--- config.mk ---
export PLATFORM = sky130hd
export DESIGN_NAME = regfile_sb
export DESIGN_NICKNAME = d
export VERILOG_FILES = /design/src/rtl/npc_pkg.sv /design/src/rtl/regfile_sb_rdport.sv /design/src/rtl/regfile_sb.sv
export SDC_FILE = /design/constraint.sdc
export NUM_CORES = 2
export LEC_CHECK = 0
export CORE_AREA = 3 3 451 453
export DETAILED_ROUTE_END_ITERATION = 8
export DIE_AREA = 0 0 454 456
export PLACE_DENSITY = 0.6
export REMOVE_ABC_BUFFERS = 1
export SLEW_MARGIN = 20
export SYNTH_ARGS = -nofsm -noshare
export SYNTH_HDL_FRONTEND = slang
export SYNTH_SLANG_ARGS = --single-unit
export TNS_END_PERCENT = 50
--- constraint.sdc ---
create_clock -name clk -period 11.8 [get_ports clk]
set_input_delay 3.54 -clock clk [delete_from_list [all_inputs] [get_ports clk]]
set_output_delay 3.54 -clock clk [all_outputs]
set_load 0.1 [all_outputs]
--- src/rtl/npc_pkg.sv ---
// Shared NPC core constants and types used by the IDU register file.
package npc_pkg;

  localparam int REG_W   = 32;
  localparam int NREG    = 32;
  localparam int SB_AW   = $clog2(NREG);
  localparam int SB_TAGW = 4;

  typedef logic [SB_AW-1:0]   reg_addr_t;
  typedef logic [SB_TAGW-1:0] sb_tag_t;

endpackage

--- src/rtl/regfile_sb_rdport.sv ---
// One read port: zero register, write bypass (highest write port wins), then stored value.
module regfile_sb_rdport
  import npc_pkg::*;
#(
  parameter int WIDTH = 32,
  parameter int NREG  = 32,
  parameter int NWR   = 1,
  parameter int TAGW  = 4,
  localparam int AW   = $clog2(NREG)
) (
  input  logic [AW-1:0]        rd_addr,
  input  logic [NREG*WIDTH-1:0] rf_flat,
  input  logic [NREG-1:0]      busy_vec,
  input  logic [NREG*TAGW-1:0] tag_flat,
  input  logic [NWR-1:0]       wr_en,
  input  logic [NWR*AW-1:0]    wr_addr,
  input  logic [NWR*WIDTH-1:0] wr_data,
  input  logic [NWR*TAGW-1:0]  wr_tag,
  output logic [WIDTH-1:0]     rd_data,
  output logic                 rd_busy
);

  logic [TAGW-1:0] cur_tag;
  logic            cur_busy;

  assign cur_tag  = tag_flat[32'(rd_addr)*TAGW +: TAGW];
  assign cur_busy = busy_vec[rd_addr];

  always_comb begin
    rd_data = rf_flat[32'(rd_addr)*WIDTH +: WIDTH];
    rd_busy = cur_busy;
    // Ascending loop so the highest-index hitting port ends up selected.
    for (int p = 0; p < NWR; p++) begin
      if (wr_en[p] && wr_addr[p*AW +: AW] == rd_addr) begin
        rd_data = wr_data[p*WIDTH +: WIDTH];
        rd_busy = cur_busy && (cur_tag != wr_tag[p*TAGW +: TAGW]);
      end
    end
    if (rd_addr == '0) begin
      rd_data = '0;
      rd_busy = 1'b0;
    end
  end

endmodule

--- src/rtl/regfile_sb.sv ---
// Multi-port integer register file with per-register busy/tag scoreboard for RAW/WAW tracking.
module regfile_sb #(
  parameter int WIDTH = npc_pkg::REG_W,
  parameter int NREG  = npc_pkg::NREG,
  parameter int NRD   = 2,
  parameter int NWR   = 1,
  parameter int TAGW  = npc_pkg::SB_TAGW,
  localparam int AW   = $clog2(NREG)
) (
  input  logic                  clk,
  input  logic                  rst_n,
  input  logic [NRD*AW-1:0]     rd_addr,
  output logic [NRD*WIDTH-1:0]  rd_data,
  output logic [NRD-1:0]        rd_busy,
  input  logic                  iss_en,
  input  logic [AW-1:0]         iss_rd,
  input  logic [TAGW-1:0]       iss_tag,
  input  logic [NWR-1:0]        wr_en,
  input  logic [NWR*AW-1:0]     wr_addr,
  input  logic [NWR*WIDTH-1:0]  wr_data,
  input  logic [NWR*TAGW-1:0]   wr_tag,
  input  logic                  flush,
  output logic [NREG*WIDTH-1:0] dbg_regs
);

  logic [NREG*WIDTH-1:0] rf_flat;
  logic [NREG-1:0]       busy_vec;
  logic [NREG*TAGW-1:0]  tag_flat;

  for (genvar gi = 0; gi < NREG; gi++) begin : g_reg
    if (gi == 0) begin : g_zero
      assign rf_flat[0 +: WIDTH] = '0;
      assign busy_vec[0]         = 1'b0;
      assign tag_flat[0 +: TAGW] = '0;
    end else begin : g_live
      logic [WIDTH-1:0] rf_q, rf_d;
      logic             busy_q, busy_d;
      logic [TAGW-1:0]  tag_q, tag_d;

      always_comb begin
        rf_d   = rf_q;
        busy_d = busy_q;
        tag_d  = tag_q;
        for (int p = 0; p < NWR; p++) begin
          if (wr_en[p] && wr_addr[p*AW +: AW] == AW'(gi)) begin
            rf_d = wr_data[p*WIDTH +: WIDTH];
            // Only the writer holding the current tag may release the register.
            if (busy_q && tag_q == wr_tag[p*TAGW +: TAGW]) begin
              busy_d = 1'b0;
            end
          end
        end
        if (flush) begin
          busy_d = 1'b0;
        end else if (iss_en && iss_rd == AW'(gi)) begin
          busy_d = 1'b1;
          tag_d  = iss_tag;
        end
      end

      always_ff @(posedge clk or negedge rst_n) begin
        if (!rst_n) begin
          rf_q   <= '0;
          busy_q <= 1'b0;
          tag_q  <= '0;
        end else begin
          rf_q   <= rf_d;
          busy_q <= busy_d;
          tag_q  <= tag_d;
        end
      end

      assign rf_flat[gi*WIDTH +: WIDTH] = rf_q;
      assign busy_vec[gi]               = busy_q;
      assign tag_flat[gi*TAGW +: TAGW]  = tag_q;
    end
  end

  for (genvar gi = 0; gi < NRD; gi++) begin : g_rd
    regfile_sb_rdport #(
      .WIDTH (WIDTH),
      .NREG  (NREG),
      .NWR   (NWR),
      .TAGW  (TAGW)
    ) u_rdport (
      .rd_addr  (rd_addr[gi*AW +: AW]),
      .rf_flat  (rf_flat),
      .busy_vec (busy_vec),
      .tag_flat (tag_flat),
      .wr_en    (wr_en),
      .wr_addr  (wr_addr),
      .wr_data  (wr_data),
      .wr_tag   (wr_tag),
      .rd_data  (rd_data[gi*WIDTH +: WIDTH]),
      .rd_busy  (rd_busy[gi])
    );
  end

  assign dbg_regs = rf_flat;

endmodule

==> impl_metrics.ini <==
[synthesis]
ys_warn_count = 0
synth_flop_cell = dfrtp_1
synthXorXnorAreaFrac_pct = 2.02
synth_simple_gate_area_share_pct = 2.66
synth_cell_types = 51
synthAdderAreaFrac_pct = 0
seq_area_frac_synth_pct = 44.7
synth_compound_area_share_pct = 2.87
netlist_area_um2 = 64200
synth_area_per_cell_um2 = 14.9
synthCells = 4305
synth-seq-cells = 1147
synth_top_family_by_area = multiplexers
synth_edf_count = 0
synth_mux_area_share_pct = 43.9
async_flop_share_pct = 100

[worst_setup_path]
path_cells = clkdlybuf4s50_1, xor2_1, nor4_1, nand3_4, buf_12, buf_4, a211oi_1, buf_4
crit_top_cell = buf_4
cp-end-kind = output port
cp-start-kind = input pin
cp.required_ns = 8.26
arrival_ns = 7.47
cp_max_fo = 22
cp_slowest_cell = clkdlybuf4s50_1
critPathKind = in -> out
cpPeakStageDelay_ns = 0.81

[finish]
finalNetCount = 5325
stdcell_area_um2 = 82600
drive_above_1_share_pct = 44.4
syn_to_final_growth_pct = 28.8
instances_no_fill = 8034

[power_and_ir_drop]
p_leak_nw = 34.5
pwr_density_cell_nw_per_um2 = 241
power_frac_comb_pct = 48.9
clkPwrFrac_pct = 22.8
swShare_pct = 50.4
power_switching_mw = 10.0
p_seq_share_pct = 28.4
ir_drop_mv = 0.188
internal_power_mw = 9.85

[sta]
worst_pin_slew_ns = 1.22
period_share_pct = 93.3
worst_slack_ns = 0.790
finalSetupViolCount = 0
rsz0062_at_grt = no
skew_ns = 0.0124
setup_tns_ns = 0
period_needed_ns = 11.01
hold_viol = 0
max_freq_ghz = 0.0908
slew_violations = 0
slew_headroom_pct = 18.7

[floorplanning]
start_util_pct = 32.1
rows = 164
core_area_um2 = 200000
die_w_um = 454
die_area_um2 = 207000
io_pins = 1155
fp.dieH_um = 456

[global_route]
grt_pass1_wl_um = 438000
grt_remaining_overflow = 0
antenna_found_initial = 18
grt_pass1_vias = 48800
grt_max_degree = 151
grt_usage_pct = 30.6

[drt]
drt_first_pass_iters = 5
drt-total-wl_um = 323000
wl_per_cell_um = 40.2
ant_nets = 0
drcViolationCount = 0
vias = 48400
drt_iter0_drc = 5047
drt-vias-per-instance = 6.02

[cts]
cts_setup_buffers = 0
root_buffer = clkbuf_16
postCtsHoldBufs = 0
cts_resized = 0
clkSinkCount = 1147
cts.clk_slew.worst_paths_ns = 0.06
cts_tree = built
cts.htree.levels = 4
clk_latency_ns = 0.80
clockBufferDepth = 3
cts-buffers-inserted = 141

[job]
maxCapViolCount = 0

[place]
dp.cells = 7773
routabilityCongestion = 0.929
place_area_um2 = 77800
dp_slack_ns = 0.912
dp_hpwl_um = 218000
io_buffer_count = 1122

[worst_hold_path]
hp-class = reg -> reg

[run_status]
status = finished clean
[path summary, 6_finish.rpt]
| path | from | to | slack, ns | depth (start not counted) |
|---|---|---|---|---|
| min | g_reg[12].g_live.busy_q$_DFFE_PN0P_ | g_reg[12].g_live.busy_q$_DFFE_PN0P_ | 0.54 | 2 |
| min in group asynchronous | rst_n | g_reg[12].g_live.rf_q[6]$_DFFE_PN0P_ | 2.85 | 1 |
| max in group asynchronous | rst_n | g_reg[28].g_live.rf_q[31]$_DFFE_PN0P_ | 6.72 | 3 |
| min reg2reg | g_reg[12].g_live.busy_q$_DFFE_PN0P_ | g_reg[12].g_live.busy_q$_DFFE_PN0P_ | 0.54 | 2 |
| max reg2reg | g_reg[15].g_live.tag_q[3]$_DFFE_PN0P_ | g_reg[15].g_live.busy_q$_DFFE_PN0P_ | 10.34 | 4 |
| max | wr_addr[2] | rd_data[5] | 0.79 | 8 |
[cell usage after synthesis (all sizes together), types with 2 or more instances]
cell type,n,area [um^2]
a2111oi,30,263
a211o,4,35.0
a211oi,32,240
a21oi,68,340
a221oi,32,280
a22o,37,324
a22oi,3,22.5
a31o,16,140
a31oi,2,12.5
a32o,10,100
and3,3,18.8
buf,253,1530
clkbuf,240,901
clkinv,2,7.51
dfrtp,1147,28700
inv,4,15.0
mux2,1189,13400
mux2i,67,671
mux4,626,14100
nand2,69,259
nand2b,13,81.3
nand3,23,115
nand3b,2,15.0
nand4,11,68.8
nor2,178,668
nor2b,14,87.6
nor3,36,180
nor4,24,156
o21ai,7,35.0
o22ai,2,12.5
or2,4,25.0
or3,2,12.5
xnor2,49,429
xor2,99,867
[registers in the layout, indices dropped and copies added, names as in the netlist]
signal           flops
g.g_live.tag_q     124
g.g_live.busy_q     31
g.g_live.rf_q      992
[placed cells by master (no fill, tap or decap), drive strengths merged, types with 3 or more instances in the layout]
| cell type | instances |
|---|---|
| conb | 32 |
| nand3 | 23 |
| a211oi | 32 |
| bufinv | 8 |
| nand4 | 11 |
| and3 | 3 |
| or2 | 4 |
| o21ai | 7 |
| a2111oi | 30 |
| nor4 | 24 |
| dfrtp | 1147 |
| clkbuf | 199 |
| a32o | 10 |
| a221oi | 32 |
| mux2 | 1189 |
| a22o | 37 |
| xnor2 | 49 |
| mux2i | 67 |
| mux4 | 626 |
| a21oi | 68 |
| a211o | 4 |
| inv | 14 |
| buf | 294 |
| nor2b | 14 |
| a31o | 16 |
| nand2b | 13 |
| nor3 | 36 |
| clkinv | 39 |
| nand2 | 69 |
| nor2 | 178 |
| clkdlybuf4s50 | 979 |
| diode | 7 |
| xor2 | 99 |
| a22oi | 3 |
[power by group through the flow]
stage	clock, mW	combinational (mW)	sequential [mW]
final	4.52	9.72	5.64
after global routing	4.74	9.91	5.71
after CTS	4.60	9.74	5.59
after detailed placement	0	9.72	5.65
after global placement	0	9.70	5.61
after floorplan	0	2.17	10.2
[critical path, delay by kind of cell]
kind	cells	cell delay (ns)
AND/OR/NAND/NOR	2	0.97
XOR/XNOR	1	0.30
AO/OA/AOI/OAI	1	0.71
buffers and inverters	4	1.85
[routing by layer]
layer  part of all wire [%]  global-route usage, %
met5                  0.020                      0
met4                    6.2                   16.3
met3                    9.4                   8.73
met2                     47                   48.2
met1                     37                   38.0
[through the flow]
stage	hold WS, ns	utilization [%]	power [mW]
2_1_floorplan	0.487	-	12.3
6_report	0.536	41.4	19.9
5_1_grt	0.561	41.4	20.4
3_3_place_gp	0.508	39.0	15.3
4_1_cts	0.538	41.4	19.9
3_5_place_dp	0.522	39.0	15.4
[cells by family (layout without fill, tap and decap cells)]
logic type,after synthesis,in the layout
compound gates,247,247
other cells,1,39
simple gates,381,381
flops,1147,1147
mux,1882,1882
xor+xnor,148,148
buf+inv,499,1534
[final cells by class]
cell class / instances / area, um^2
fill: 18500 / 117000
clock inverter: 56 / 714
antenna: 7 / 17.5
multi-input combinational: 2690 / 33400
inverter: 6 / 27.5
tap: 2656 / 3320
clock buffer: 198 / 4060
timing repair buffer: 1274 / 12400
sequential: 1147 / 28700
Note: power is estimated with default switching activity, not from simulation.
